--- src/rtl/uart_rx_fifo.sv ---
// 8N1 UART receiver feeding a first-word-fall-through receive FIFO.
// Sticky overflow / frame-error flags; set takes priority over clear.
module uart_rx_fifo #(
   parameter int unsigned ClockFrequency = 50_000_000,
   parameter int unsigned BaudRate       = 115_200,
   parameter int unsigned FifoDepth      = 8
) (
   input  logic                             clk_i,
   input  logic                             rst_i,
   input  logic                             rx_i,
   output logic [7:0]                       rdata_o,
   output logic                             rvalid_o,
   input  logic                             rready_i,
   output logic [$clog2(FifoDepth+1)-1:0]   level_o,
   output logic                             overflow_o,
   output logic                             frame_err_o,
   input  logic                             clear_err_i
);

   localparam int unsigned Div  = (ClockFrequency + BaudRate / 2) / BaudRate;
   localparam int unsigned CntW = $clog2(Div);
   localparam int unsigned PtrW = $clog2(FifoDepth);
   localparam int unsigned LvlW = $clog2(FifoDepth + 1);

   localparam logic [CntW-1:0] CntHalf = CntW'(Div / 2 - 1);
   localparam logic [CntW-1:0] CntFull = CntW'(Div - 1);
   localparam logic [LvlW-1:0] LvlFull = LvlW'(FifoDepth);

   typedef enum logic [2:0] {StIdle, StStart, StData, StStop, StBreak} state_e;

   state_e state_q, state_d;

   logic            rx_meta_q, rx_s_q, rx_prev_q;
   logic            fall;
   logic [CntW-1:0] cnt_q;
   logic            cnt_zero;
   logic [2:0]      bit_idx_q;
   logic [7:0]      shift_q;

   logic cnt_load_half, cnt_load_full, bit_clr, shift_en, push, ferr_set;

   logic [7:0]      mem_q [FifoDepth];
   logic [PtrW-1:0] wptr_q, rptr_q;
   logic [LvlW-1:0] level_q;
   logic            full, empty, pop, wr, ovf_set;
   logic            overflow_q, frame_err_q;

   // Synchroniser plus one flop for falling-edge detection; idle-high reset.
   always_ff @(posedge clk_i) begin
      if (rst_i) begin
         rx_meta_q <= 1'b1;
         rx_s_q    <= 1'b1;
         rx_prev_q <= 1'b1;
      end else begin
         rx_meta_q <= rx_i;
         rx_s_q    <= rx_meta_q;
         rx_prev_q <= rx_s_q;
      end
   end

   assign fall     = rx_prev_q & ~rx_s_q;
   assign cnt_zero = (cnt_q == '0);

   always_ff @(posedge clk_i) begin
      if (rst_i) begin
         state_q <= StIdle;
      end else begin
         state_q <= state_d;
      end
   end

   always_comb begin
      state_d = state_q;
      case (state_q)
         StIdle:  if (fall) state_d = StStart;
         StStart: if (cnt_zero) state_d = rx_s_q ? StIdle : StData;
         StData:  if (cnt_zero && bit_idx_q == 3'd7) state_d = StStop;
         StStop:  if (cnt_zero) state_d = rx_s_q ? StIdle : StBreak;
         StBreak: if (rx_s_q) state_d = StIdle;
         default: state_d = StIdle;
      endcase
   end

   always_comb begin
      cnt_load_half = (state_q == StIdle) && fall;
      cnt_load_full = ((state_q == StStart) && cnt_zero && !rx_s_q) ||
                      ((state_q == StData) && cnt_zero);
      bit_clr       = (state_q == StStart) && cnt_zero;
      shift_en      = (state_q == StData) && cnt_zero;
      push          = (state_q == StStop) && cnt_zero && rx_s_q;
      ferr_set      = (state_q == StStop) && cnt_zero && !rx_s_q;
   end

   always_ff @(posedge clk_i) begin
      if (rst_i) begin
         cnt_q     <= '0;
         bit_idx_q <= '0;
         shift_q   <= '0;
      end else begin
         if (cnt_load_half) begin
            cnt_q <= CntHalf;
         end else if (cnt_load_full) begin
            cnt_q <= CntFull;
         end else if (!cnt_zero) begin
            cnt_q <= cnt_q - CntW'(1);
         end
         if (bit_clr) begin
            bit_idx_q <= '0;
         end else if (shift_en) begin
            bit_idx_q <= bit_idx_q + 3'd1;
         end
         // Line order is LSB first, so each new bit enters at the MSB.
         if (shift_en) begin
            shift_q <= {rx_s_q, shift_q[7:1]};
         end
      end
   end

   assign full    = (level_q == LvlFull);
   assign empty   = (level_q == '0);
   assign pop     = rready_i && !empty;
   assign wr      = push && (!full || pop);
   assign ovf_set = push && full && !pop;

   always_ff @(posedge clk_i) begin
      if (rst_i) begin
         wptr_q  <= '0;
         rptr_q  <= '0;
         level_q <= '0;
         for (int i = 0; i < int'(FifoDepth); i++) begin
            mem_q[i] <= '0;
         end
      end else begin
         if (wr) begin
            mem_q[wptr_q] <= shift_q;
            wptr_q        <= wptr_q + PtrW'(1);
         end
         if (pop) begin
            rptr_q <= rptr_q + PtrW'(1);
         end
         if (wr && !pop) begin
            level_q <= level_q + LvlW'(1);
         end else if (pop && !wr) begin
            level_q <= level_q - LvlW'(1);
         end
      end
   end

   always_ff @(posedge clk_i) begin
      if (rst_i) begin
         overflow_q  <= 1'b0;
         frame_err_q <= 1'b0;
      end else begin
         if (ovf_set) begin
            overflow_q <= 1'b1;
         end else if (clear_err_i) begin
            overflow_q <= 1'b0;
         end
         if (ferr_set) begin
            frame_err_q <= 1'b1;
         end else if (clear_err_i) begin
            frame_err_q <= 1'b0;
         end
      end
   end

   assign rdata_o     = mem_q[rptr_q];
   assign rvalid_o    = !empty;
   assign level_o     = level_q;
   assign overflow_o  = overflow_q;
   assign frame_err_o = frame_err_q;

endmodule

--- config.mk ---
export PLATFORM = sky130hd
export DESIGN_NAME = uart_rx_fifo
export DESIGN_NICKNAME = d
export VERILOG_FILES = /design/src/rtl/uart_rx_fifo.sv
export SDC_FILE = /design/constraint.sdc
export NUM_CORES = 1
export LEC_CHECK = 0
export ABC_AREA = 1
export CORE_UTILIZATION = 61
export DETAILED_ROUTE_END_ITERATION = 7
export DONT_BUFFER_PORTS = 1
export PLACE_DENSITY_LB_ADDON = 0.12
export SYNTH_ARGS = -nofsm -noshare
export SYNTH_HDL_FRONTEND = slang
export SYNTH_SLANG_ARGS = --single-unit
--- constraint.sdc ---
create_clock -name clk_i -period 4.55 [get_ports clk_i]
set_input_delay 0.6825 -clock clk_i [delete_from_list [all_inputs] [get_ports clk_i]]
set_output_delay 0.6825 -clock clk_i [all_outputs]
set_load 0.02 [all_outputs]
==> reports/qor.csv <==
stage;metric;value;unit
critical_path;reg-to-reg setup timing slack;1.77;ns
critical_path;critical path's largest stage delay;0.76;ns
cts;Post CTS Setup Buffer Count;0;
final_layout;Layout Utilization;0.679;
critical_path;crit path capture type;primary output;
place;Detailed Place HPWL;6.19;mm
synthesis;distinct cell type count after synthesis;30;
cts;Post-CTS Hold Fix Bufs;0;
synthesis;synthesized area;4800;µm²
sta;clk_skew;0.0145;ns
sta;Slew headroom;0.314;
sta;RSZ-0062 raised after global routing;false;
power;Switching Fraction;0.383;
routing;Via Count;3517;
routing;antenna-violating nets left;0;
critical_path;Worst Path Arrival;2.35;ns
floorplanning;die area;8230;µm²
global_routing;global-route wire length before repair;15.8;mm
cts;Clock Path Buffers;2;
floorplanning;Initial Utilization;0.645;
place;Cell Area, Placed;4860;µm²
global_routing;largest net degree at the start of global routing;34;
global_routing;GRT met3 Usage;0.0354;
floorplanning;core area;7450;µm²
cts;CTS tree;yes;
global_routing;global-route usage over all layers;0.244;
routing;wire per inst;14.8;µm
final_layout;Final #Nets;537;
flow_run;max_cap viols;0;
routing;DRC viols;0;
place;routability cong.;0.790;
global_routing;global route overflow;0;
sta;final-report hold violation count;0;
sta;hold_ws;0.375;ns
power;switching power total;1.02;mW
global_routing;initial antenna violation count;0;
power;Clock power frac;0.212;
sta;Worst Max-Slew Pin Slew;1.03;ns
sta;Final min period;3.03;ns
place;Buffers on Ports;0;
cts;CTS resizes;0;
synthesis;Synth Register Bits;105;
synthesis;syn_nets;542;
power;Comb pwr share;0.329;
power;Sequential Power Share;0.459;
floorplanning;IO Count;20;
floorplanning;Die Ht;90.7;µm
routing;DRT Pass-1 Iters;5;
power;total power;2.68;mW
hold_path;hold crit path type;in2reg;
routing;vias per inst;5.62;
power;Pwr Density;529;nW/µm²
hold_path;Hold Path Origin;rst_i;
floorplanning;Chip Width;90.7;µm
final_layout;commonest non-fill, non-tap cell in the layout;nor2_1;
final_layout;commonest non-fill, non-tap cells in the layout;138 x nor2_1, 77 x nand2_1, 64 x edfxtp_1;
floorplanning;Site Rows;31;
final_layout;post-route cell area;5060;µm²
critical_path;Crit Path Category;reg2out;
critical_path;Critical Path, Cell by Cell;buf_4 -> inv_1 -> nor2_1 -> o32ai_1 -> nand2_1 -> nand2_1;
cts;Reg clk slew, reported paths;0.09;ns
critical_path;Top delay family on crit path;buffers and inverters;
power;Max IR drop VDD;0.364;mV
critical_path;crit path buf inv count;2;
final_layout;fraction of final layout cells sized beyond drive strength 1;0.0892;
critical_path;origin of the critical flop-to-flop path;cnt_q[0];
global_routing;GRT busiest layer;met2;
sta;fin crit share;0.667;
critical_path;CP dominant cell by count;nand2_1;
critical_path;CP Max Fanout;33;
cts;Skew-Pair Late Insertion Delay;0.37;ns
synthesis;sequential-to-total area share from yosys stat;0.571;
sta;Slew Limit Fails;0;
cts;Sink Count;105;
synthesis;Syn Inst Count;527;
sta;Fmax;0.330;GHz
power;Pleak;1.90;nW
cts;cts bufs inserted;9;
run_status;status;finished, final reports clean;
global_routing;vias in the first global route;3303;
critical_path;crit path launch type;register;
final_layout;Ant. Diodes;0;
cts;Max H-tree Level;3;
power;P_int;1.65;mW
synthesis;syn_area_per_cell;9.11;µm²
sta;TNS Setup;0;ns
critical_path;Slowest-stage cell, CP;inv_1;
final_layout;P&R area growth vs syn;5.31;%
critical_path;CP required;3.87;ns
sta;endpoints failing setup;0;
routing;initial drt markers;200;
cts;Root Driver;clkbuf_8;
synthesis;Synth warnings;0;
global_routing;grt met2 use;0.400;
routing;Post-Route WL;9.29;mm
global_routing;met1 usage;0.327;
through the flow:
step | instances | setup slack, ns
2_1_floorplan | 527 | 2.11
3_3_place_gp | 610 | 1.88
3_5_place_dp | 610 | 1.80
4_1_cts | 626 | 1.49
5_1_grt | 626 | 1.27
6_report | 626 | 1.52
per-layer routing:
| metal | part of all wire | vias up |
|---|---|---|
| li1 | - | 1750 |
| met1 | 0.45 | 1640 |
| met2 | 0.49 | 118 |
| met3 | 0.046 | 9 |
| met4 | 0.011 | 0 |
| met5 | 0 | - |
kinds of logic (layout without fill, tap and decap cells):
| kind of cell | after synthesis | in the layout | share of synthesized area |
|---|---|---|---|
| AOI/OAI and AO/OA | 83 | 83 | 0.100 |
| and+or+nand+nor | 259 | 259 | 0.238 |
| adders and majority gates | 10 | 10 | 0.0276 |
| DFF | 105 | 105 | 0.571 |
| xor gates and xnor gates | 4 | 4 | 0.00729 |
| buffers and inverters | 66 | 66 | 0.0555 |
power groups by stage:
stage                     clock network (mW)  registers [mW]  logic [mW]
after floorplan                            0            1.21       0.743
final                                  0.568            1.23       0.881
after global routing                   0.617            1.25       0.999
after detailed placement                   0            1.25       0.873
after CTS                              0.576            1.23       0.879
after global placement                     0            1.25       0.849
final cells by class:
class,count,area [µm²]
Fill cell,603,2390
Multi-Input combinational cell,356,1790
Inverter,48,181
Timing Repair Buffer,2,15.0
Sequential cell,105,2740
Clock inverter,3,21.3
Tap cell,99,124
Clock buffer,13,180
Yosys cell counts:
master	number	area [µm²]
nor2_1	138	518
nand2_1	77	289
edfxtp_1	64	1920
dfxtp_1	41	821
o21ai_0	34	170
a21oi_1	30	150
inv_1	29	109
o32ai_1	17	149
clkbuf_1	16	60.1
nand3_1	16	80.1
clkinv_1	11	41.3
ha_1	9	113
inv_2	7	26.3
nand3_4	5	87.6
nand2_2	4	25.0
nand3_2	4	40.0
xor2_1	4	35.0
nor2_2	3	18.8
nor3_1	3	15.0
or2_2	3	18.8
nand4_1	2	12.5
nor2_4	2	22.5
a31oi_1	1	6.26
buf_12	1	20.0
buf_2	1	5.00
clkinv_2	1	5.00
fa_1	1	20.0
nand2_4	1	11.3
o22ai_1	1	6.26
or2_0	1	6.26
worst register-to-register path: cells and delay by family (launching register included):
family | cells | cell delay (ns)
compound gates | 3 | 0.40
buf+inv | 3 | 0.45
flops | 1 | 0.31
simple gates | 9 | 0.84
fa+ha+maj | 3 | 0.69
state kept, by name, summed over array words and instances, names as in the netlist, named ones only:
register / flops
mem_q: 64
cnt_q: 9
shift_q: 8
level_o: 4
bit_idx_q: 3
rptr_q: 3
state_q: 3
wptr_q: 3
frame_err_o: 1
overflow_o: 1
rx_meta_q: 1
rx_prev_q: 1
rx_s_q: 1
path summary, 6_finish.rpt:
path	end	cells past startpoint
max	rdata_o[7]	6
max reg2reg	level_o[3]	18
min	cnt_q[4]	1
min reg2reg	rx_s_q	1
Power figures use the tool's default switching activity.
